==> src/rtl/mult_div_unit.sv <==
// Iterative multiply/divide unit with HI/LO result registers.
// Shift-add multiply and restoring divide on operand magnitudes, one bit per cycle.
module mult_div_unit #(
  parameter int unsigned WIDTH = 32
) (
  input  logic             clk,
  input  logic             reset,
  input  logic             start,
  input  logic [2:0]       op,
  input  logic [WIDTH-1:0] a,
  input  logic [WIDTH-1:0] b,
  input  logic             addr_r,
  output logic [WIDTH-1:0] r,
  output logic             busy,
  output logic             done
);

  localparam int unsigned CW = $clog2(WIDTH);
  localparam int unsigned PW = 2 * WIDTH;

  typedef enum logic [1:0] {IDLE, CALC, FIX} state_t;

  state_t           state;
  logic [CW-1:0]    cnt;
  logic             is_div;
  logic             quot_neg;
  logic             rem_neg;
  logic [WIDTH-1:0] b_mag;
  logic [WIDTH-1:0] acc;
  logic [WIDTH-1:0] lo_acc;
  logic [WIDTH-1:0] hi;
  logic [WIDTH-1:0] lo;

  logic             a_neg;
  logic             b_neg;
  logic [WIDTH-1:0] a_mag;
  logic [WIDTH-1:0] b_mag_c;
  logic [WIDTH:0]   sum;
  logic [WIDTH:0]   shifted;
  logic [WIDTH:0]   diff;
  logic [PW-1:0]    prod;
  logic [PW-1:0]    prod_fix;
  logic [WIDTH-1:0] quot_fix;
  logic [WIDTH-1:0] rem_fix;

  // Issue-time magnitudes, per-cycle iteration step and final sign correction
  always_comb begin
    a_neg    = ~op[0] & a[WIDTH-1];
    b_neg    = ~op[0] & b[WIDTH-1];
    a_mag    = a_neg ? WIDTH'(-a) : a;
    b_mag_c  = b_neg ? WIDTH'(-b) : b;
    sum      = {1'b0, acc} + (lo_acc[0] ? {1'b0, b_mag} : {(WIDTH+1){1'b0}});
    shifted  = {acc, lo_acc[WIDTH-1]};
    diff     = shifted - {1'b0, b_mag};
    prod     = {acc, lo_acc};
    prod_fix = quot_neg ? PW'(-prod) : prod;
    quot_fix = quot_neg ? WIDTH'(-lo_acc) : lo_acc;
    rem_fix  = rem_neg ? WIDTH'(-acc) : acc;
  end

  always_ff @(posedge clk or posedge reset) begin
    if (reset) begin
      state    <= IDLE;
      cnt      <= '0;
      is_div   <= 1'b0;
      quot_neg <= 1'b0;
      rem_neg  <= 1'b0;
      b_mag    <= '0;
      acc      <= '0;
      lo_acc   <= '0;
      hi       <= '0;
      lo       <= '0;
      busy     <= 1'b0;
      done     <= 1'b0;
    end else begin
      done <= 1'b0;
      case (state)
        IDLE: begin
          if (start) begin
            case (op)
              3'd0, 3'd1, 3'd2, 3'd3: begin
                state    <= CALC;
                cnt      <= CW'(WIDTH - 1);
                is_div   <= op[1];
                quot_neg <= a_neg ^ b_neg;
                rem_neg  <= a_neg;
                b_mag    <= b_mag_c;
                acc      <= '0;
                lo_acc   <= a_mag;
                busy     <= 1'b1;
              end
              3'd4:    hi <= a;
              3'd5:    lo <= a;
              default: ;
            endcase
          end
        end
        CALC: begin
          // Divide shifts quotient bits in from the right; multiply shifts product right
          if (is_div) begin
            if (!diff[WIDTH]) begin
              acc    <= diff[WIDTH-1:0];
              lo_acc <= {lo_acc[WIDTH-2:0], 1'b1};
            end else begin
              acc    <= shifted[WIDTH-1:0];
              lo_acc <= {lo_acc[WIDTH-2:0], 1'b0};
            end
          end else begin
            acc    <= sum[WIDTH:1];
            lo_acc <= {sum[0], lo_acc[WIDTH-1:1]};
          end
          if (cnt == '0) state <= FIX;
          else           cnt   <= cnt - CW'(1);
        end
        FIX: begin
          if (is_div) begin
            lo <= quot_fix;
            hi <= rem_fix;
          end else begin
            {hi, lo} <= prod_fix;
          end
          state <= IDLE;
          busy  <= 1'b0;
          done  <= 1'b1;
        end
        default: state <= IDLE;
      endcase
    end
  end

  assign r = addr_r ? hi : lo;

endmodule

==> config.mk <==
export PLATFORM = sky130hd
export DESIGN_NAME = mult_div_unit
export DESIGN_NICKNAME = d
export VERILOG_FILES = /design/src/rtl/mult_div_unit.sv
export SDC_FILE = /design/constraint.sdc
export NUM_CORES = 1
export LEC_CHECK = 0
export ABC_AREA = 1
export BUFFER_PORTS_ARGS = -buffer_cell sky130_fd_sc_hd__buf_2
export CAP_MARGIN = 20
export CORE_MARGIN = 2
export CORE_UTILIZATION = 45
export DETAILED_ROUTE_END_ITERATION = 8
export PLACE_DENSITY_LB_ADDON = 0.25
export SLEW_MARGIN = 20
export SYNTH_ARGS = -nofsm -noshare
export SYNTH_HDL_FRONTEND = slang
export SYNTH_SLANG_ARGS = --single-unit
==> constraint.sdc <==
create_clock -name clk -period 21.2 [get_ports clk]
set_input_delay 6.36 -clock clk [delete_from_list [all_inputs] [get_ports clk]]
set_output_delay 6.36 -clock clk [all_outputs]
set_load 0.05 [all_outputs]
; ---- After elaboration in Yosys (flattened, before gate mapping)
; Index checks and enable logic that the tools add are counted.
; W data, S select, Z words.
[word_totals]
ff_bits = 172
latch_bits = 0
mem_bits_rw = 0
mem_bits_ro = 0
in_bits = 71
output_inout_bits = 34
elab_cells = 87
memories = 0
[classes]
addsub = 8
multipliers = 0
div_mod_pow = 0
n_lt_le_gt_ge = 0
eq_ne = 13
n_shift = 0
mux = 37
bitwise = 4
n_reduce_logical = 13
[ops]
columns = op, n
row1 = $mux W32, 19
row2 = $pmux W32 S2, 4
row3 = $neg A32 Y32, 4
row4 = $mux W64, 1
row5 = $neg A64 Y64, 1
row6 = $add A32 B32 Y33, 1
row7 = $sub A33 B32 Y33, 1
row8 = $reduce_and A3 Y1, 6
row9 = $mux W5, 3
row10 = $pmux W5 S2, 1
row11 = $eq A3 B2 Y1 const B, 2
row12 = $eq A3 B3 Y1 const B, 2
row13 = $mux W2, 3
row14 = $ne A2 B1 Y1 const B, 3
row15 = $ne A2 B2 Y1 const B, 3
row16 = $logic_not A5 Y1, 1
row17 = $sub A5 B1 Y5 const B, 1
row18 = $mux W1, 4
row19 = $pmux W2 S2, 1
row20 = $reduce_and A4 Y1, 1
row21 = $reduce_bool A2 Y1, 2
row22 = $reduce_or A4 Y1, 1
row23 = $eq A3 B1 Y1 const B, 1
row24 = $logic_not A3 Y1, 1
row25 = other kinds (7), 8

; ---- Logic depth before layout (Yosys ltp)
; Gate-level depths: netlist of the first run.
[logic_depth]
word_depth = 6
depth_mapped = 22
depth_no_buf = 20

; ---- Least setup slack after synthesis of the first run
; No wires, ideal clock.
[synth_path]
path_kind = in2out
startpoint = in addr_r
endpoint = out r[0]
arrival_time_ns = 7.684
t_required_ns = 14.840
setup_slack_ns = 7.156
stages = 2
path_buffers = 1
cell_sequence = clkbuf_1 > o21ai_0
[synth_via]
elab_chain_cells = 1
[synth_lines]
columns = item, line_no
row1 = "start, declared", 12  ; input logic addr_r,
row2 = $mux W32, 131  ; assign r = addr_r ? hi : lo;
row3 = "end, declared", 13  ; output logic [WIDTH-1:0] r,
; Every way passes these cells.

; ---- Final worst setup path of the first run
[layout_path]
startpoint = in addr_r
endpoint = out r[26]
; Same word-level chain as after synthesis.

==> out/qor.yml, run 1 <==
pwr-share-clk_pct: 8.5
clock-root-buffer: "clkbuf_16"
fin_crit_sh_pct: 66.3
io_pins: 105
stdcell_area_sq_um: 19400
ys_ff_latch: 172
worstMarginPinSlew_ns: 1.18
multi_input_area_sq_um: 11500
finalHoldViolCount: 0
n_antenna_cell: 0
antenna_found_initial: 0
cts_max_level: 4
timing.rr.start: "lo_acc[0]"
hold_buffers: 0
die_height_microns: 203
ys_warn_count: 0
worstSetupPathType: "primary input to output port"
grt_max_degree: 63
synth-compound-area-share_pct: 15.7
skew_ns: 0.0201
initialDrtViolationCount: 2339
critPathLaunchType: "primary input"
die-area_sq_um: 41300
synthFlopType: "dfrtp_1"
ant_nets: 0
p_seq_share_pct: 20.5
synth.area.mux_share_pct: 0.945
slew_headroom_pct: 20.8
syn_to_final_growth_pct: 8.60
synth.avg_cell_area_sq_um: 5.79
gp_congestion: 1.02
drc_errors: 0
cts_max_path_buffers: 2
via_per_inst: 5.69
netlist_instances: 3090
synth_top_area_share_pct: 24.1
cts_tree: "done"
max_cap_viol_count: 0
rsz0062_at_grt: "false"
cts.sinks: 172
final_layout_size_suffix_gt1_share_pct: 7.08
final_nets: 3278
wl_per_cell_microns: 21.0
timing.hold.ws_ns: 0.476
status: "completed"
route.final.wire_length_mm: 77.2
regToRegSetupSlack_ns: 17.31
grt_pass1_wl_mm: 117
synth.most_common_cell: "nand2_1"
cp_max_fo: 49
ys_top_cells_by_count: "nand2_1 (899), nor2_1 (447), inv_1 (427)"
cp-end-kind: "output port"
hp-class: "flip-flop to flip-flop"
r2r_end: "acc[25]"
fp-row-count: 73
cp_data_required_time_ns: 14.84
yosys.area_share.simple_pct: 40.6
p_per_area_nw_per_um2: 197
worstHoldStart: "cnt[4]"
cts_setup_buffers: 0
max_freq_mhz: 71.1
switchingPower_mw: 2.32
fill_cells: 4348
dpl-instance-area_sq_um: 18800
portBuffers: 104
ys_async_sr_fraction_pct: 100
netlist.top_cell.by_area: "dfrtp_1"
insertion_delay_ns: 0.49
grt_pass1_vias: 19000
p_int_mw: 1.49
initial_core_util_pct: 45.3
seq_area_frac_synth_pct: 24.1
grt_usage_pct: 37.4
leakagePower_nw: 9.81
synth_top_family_by_area: "simple AND/OR/NAND/NOR gates"
numCtsBuffers: 17
dp_hpwl_mm: 61.7
tns_ns: 0
ys_types: 46
synth-xor-area-share_pct: 2.11
netlist_area_sq_um: 17900
fin_total_pwr_mw: 3.82
switching_share_pct: 60.8
firstDrtPassIters: 6
cts.reportedPaths.clkPinSlew_ns: 0.07
p_comb_share_pct: 71.0
die_w_microns: 203
min_to: "cnt[4]"
grt-ovfl-total: 0
setup_viol: 0
min_period_ns: 14.07
cp.arrival_ns: 7.71
core_area_sq_um: 39500
drv_slew: 0
synth_fa_ha_area_share_pct: 5.12
rr_worst_depth: 18
synthTopCellsByArea: "dfrtp_1 (24%), nand2_1 (19%), nor2_1 (9.4%)"
cts_resized: 0
hold_depth: 1
ir_drop_mv: 0.0784
num_vias: 20900
syn-num-nets: 3233
synth_edf_count: 0
regArea_sq_um: 4310
-- power by group through the flow --
| stage | sequential, mW | combinational, mW | clock (mW) |
|---|---|---|---|
| 2_1_floorplan | 0.622 | 1.94 | 0 |
| 3_3_place_gp | 0.774 | 2.63 | 0 |
| 3_5_place_dp | 0.773 | 2.65 | 0 |
| 4_1_cts | 0.767 | 2.66 | 0.326 |
| 5_1_grt | 0.793 | 3.01 | 0.336 |
| 6_report | 0.781 | 2.71 | 0.326 |
-- cells by family after synthesis --
family | count (synthesis)
AO/OA/AOI/OAI | 514
AND/OR/NAND/NOR | 1741
buffers and inverters | 533
flip-flops | 172
XOR/XNOR | 43
multiplexers | 15
adder cells (fa/ha/maj) | 72
-- cell type report --
class,instances,share of cell area [%]
clock buffers,20,2.40
clock inverters,12,0.529
multi-input cells,2385,59.5
well taps,525,3.38
repair buffers,125,3.60
flip-flops and latches,172,22.2
inverters,434,8.42
-- worst max-delay path by stage --
stage | startpoint | endpoint | slack, ns
finish | addr_r | r[26] | 7.13
global route | addr_r | r[13] | 7.08
CTS | addr_r | r[26] | 7.16
detailed placement | addr_r | r[26] | 7.16
global placement | addr_r | r[23] | 7.24
floorplan | addr_r | r[0] | 7.16
-- metal layers --
metal	part of all wire, %	GRT usage (%)
met1	43	50.8
met2	44	58.1
met3	8.2	6.06
met4	5.0	17.4
met5	0	0
-- metrics by stage --
step,setup WS [ns],util [%],std cells
floorplan,7.16,-,3090
global placement,7.24,47.7,3640
detailed placement,7.16,47.8,3641
CTS,7.16,49.2,3673
global route,7.08,49.2,3673
finish,7.13,49.2,3673
-- worst max-delay path: stages --
cell    delay, ns
buf_2        0.68
mux2_2       0.42
buf_2        0.21
-- registers in the layout, indices dropped and copies added, names as in the netlist --
register  cells
busy          1
is_div        1
done          1
lo_acc       32
b_mag        32
rem_neg       1
hi           32
acc          32
quot_neg      1
lo           32
state         2
cnt           5
-- cells in the final DEF (no fill, tap or decap), types with 20 or more instances in the layout --
cell type / instances
nand2_1: 898
nor2_1: 443
inv_1: 425
nand3_1: 275
o21ai_0: 211
a21oi_1: 171
dfrtp_1: 171
buf_2: 104
ha_1: 70
a31oi_1: 56
nand4_1: 34
xor2_1: 25
nor3_1: 21
buf_4: 20
Note: power is estimated with default switching activity, not from simulation.
==> run 2: changes to the inputs <==
==> constraint.sdc (replaced) <==
create_clock -name clk -period 11.6 [get_ports clk]
set_input_delay 3.48 -clock clk [delete_from_list [all_inputs] [get_ports clk]]
set_output_delay 3.48 -clock clk [all_outputs]
set_load 0.05 [all_outputs]
==> run 2 against run 1 <==
Effect of this change:
- power up 81%
- design area about the same
- combinational power up 80%
- sequential cell count unchanged
- setup slack worse by 3.8 ns
- die area unchanged
- critical path type unchanged
- critical endpoint is now r[23]
- largest cell class unchanged
- largest power group unchanged
- highest routed layer is now met5
==> out/qor.yml, run 2 (same netlist as run 1, synthesis figures left out) <==
drv_slew: 0  # unchanged
p_seq_share_pct: 20.5  # about the same
core_area_sq_um: 39500  # unchanged
syn_to_final_growth_pct: 8.58  # about the same
fin_crit_sh_pct: 71.6
grt_pass1_vias: 19200  # +0.94%
grt-ovfl-total: 0  # unchanged
cts.sinks: 172  # unchanged
dpl-instance-area_sq_um: 18800  # -0.11%
timing.hold.ws_ns: 0.487  # +0.0111 ns
gp_congestion: 0.994  # -2.3%
initial_core_util_pct: 45.3  # unchanged
num_vias: 20900  # -0.14%
worstSetupPathType: "primary input to output port"
cp.arrival_ns: 4.82  # -2.89 ns
p_int_mw: 2.74  # +84%
ant_nets: 0  # unchanged
max_freq_mhz: 120
io_pins: 105  # unchanged
cts_max_path_buffers: 2  # unchanged
initialDrtViolationCount: 2057  # -12%
max_cap_viol_count: 0  # unchanged
leakagePower_nw: 9.79  # -0.17%
dp_hpwl_mm: 60.5  # -1.9%
cts_resized: 0  # unchanged
setup_viol: 0  # unchanged
layout_common_cells: "nand2_1 (898), nor2_1 (443), inv_1 (425), nand3_1 (275), o21ai_0 (211)"
hp-class: "flip-flop to flip-flop"
die-area_sq_um: 41300  # unchanged
final_nets: 3279  # +0.031%
wl_per_cell_microns: 20.5  # -2.4%
pwr-share-clk_pct: 8.5  # about the same
cts.reportedPaths.clkPinSlew_ns: 0.07  # about the same
clock-root-buffer: "clkbuf_16"
numCtsBuffers: 17  # unchanged
drc_errors: 0  # unchanged
ir_drop_mv: 0.141  # +80%
via_per_inst: 5.68  # -0.14%
min_period_ns: 8.30
rsz0062_at_grt: "false"
switching_share_pct: 60.2  # -0.65 points
skew_ns: 0.0131  # -0.00703 ns
n_antenna_cell: 0  # unchanged
grt_usage_pct: 36.5  # -0.88 points
insertion_delay_ns: 0.48  # about the same
cts_setup_buffers: 0  # unchanged
antenna_found_initial: 1  # +1
cp_data_required_time_ns: 8.12  # -6.72 ns
hold_buffers: 0  # unchanged
cts_max_level: 4  # unchanged
stdcell_area_sq_um: 19400  # about the same
die_w_microns: 203  # unchanged
slew_headroom_pct: 38.9  # +18 points
portBuffers: 104  # unchanged
tns_ns: 0  # unchanged
worstMarginPinSlew_ns: 0.916  # -0.259 ns
layout_commonest_cell: "nand2_1"
cts_tree: "done"
grt_pass1_wl_mm: 114  # -1.9%
status: "completed"
cp_max_fo: 49  # unchanged
grt_max_degree: 75  # +19%
switchingPower_mw: 4.15  # +79%
finalHoldViolCount: 0  # unchanged
p_comb_share_pct: 71.0  # about the same
die_height_microns: 203  # unchanged
final_layout_size_suffix_gt1_share_pct: 7.02  # -0.064 points
fp-row-count: 73  # unchanged
firstDrtPassIters: 6  # unchanged
route.final.wire_length_mm: 75.3  # -2.4%
cp-end-kind: "output port"
p_per_area_nw_per_um2: 355  # +81%
critPathLaunchType: "primary input"
fin_total_pwr_mw: 6.89  # +81%
==> run 2: cell types whose count changed in the layout (fill, tap and decap cells not counted), moves of 2 or more <==
cell / previous run / this run
clkinvlp_4: 0 / 4
inv_6: 5 / 2
clkbuf_1: 0 / 2
clkinv_4: 4 / 1
inv_8: 2 / 0
==> run 2: power groups by stage <==
stage,sequential [mW],combinational [mW],clock (mW)
final,1.41,4.89,0.587
after global routing,1.44,5.45,0.612
after CTS,1.39,4.81,0.590
after detailed placement,1.40,4.79,0
after global placement,1.40,4.74,0
after floorplan,1.14,3.55,0
==> run 2: cell type report <==
cell class                      count  area [sq um]
Sequential cell                   172          4310
Multi-Input combinational cell   2385         11500
Tap cell                          525           657
Fill cell                        4386         20000
Clock buffer                       22           474
Inverter                          434          1640
Clock inverter                      9          87.6
Timing Repair Buffer              126           703
==> run 2: critical path: stages <==
cell and delay (ns):
buf_2 0.69, mux2_2 0.42, buf_2 0.21
==> run 2: final timing paths <==
path,slack (ns),from,end,cells past startpoint
worst min register to register,0.49,cnt[4],cnt[4],1
worst max-delay path,3.30,addr_r,r[23],3
worst min-delay path,0.49,cnt[4],cnt[4],1
max in group asynchronous,6.51,reset,busy,4
min in group asynchronous,3.05,reset,acc[6],2
worst max register to register,7.76,lo_acc[0],acc[25],18
==> run 2: metal layers <==
layer  vias up  track usage, %  share of wire (%)
li1      10000               -                  -
met1      9637            48.4                 42
met2      1020            57.0                 44
met3       178            7.91                9.5
met4         2            16.3                4.4
met5         -               0              0.015
==> run 2: through the flow <==
| stage | utilization [%] | std cells | setup slack [ns] |
|---|---|---|---|
| CTS | 49.1 | 3672 | 3.34 |
| floorplan | - | 3090 | 3.32 |
| finish | 49.2 | 3673 | 3.30 |
| global route | 49.2 | 3673 | 3.23 |
| detailed placement | 47.7 | 3641 | 3.34 |
| global placement | 47.7 | 3641 | 3.40 |
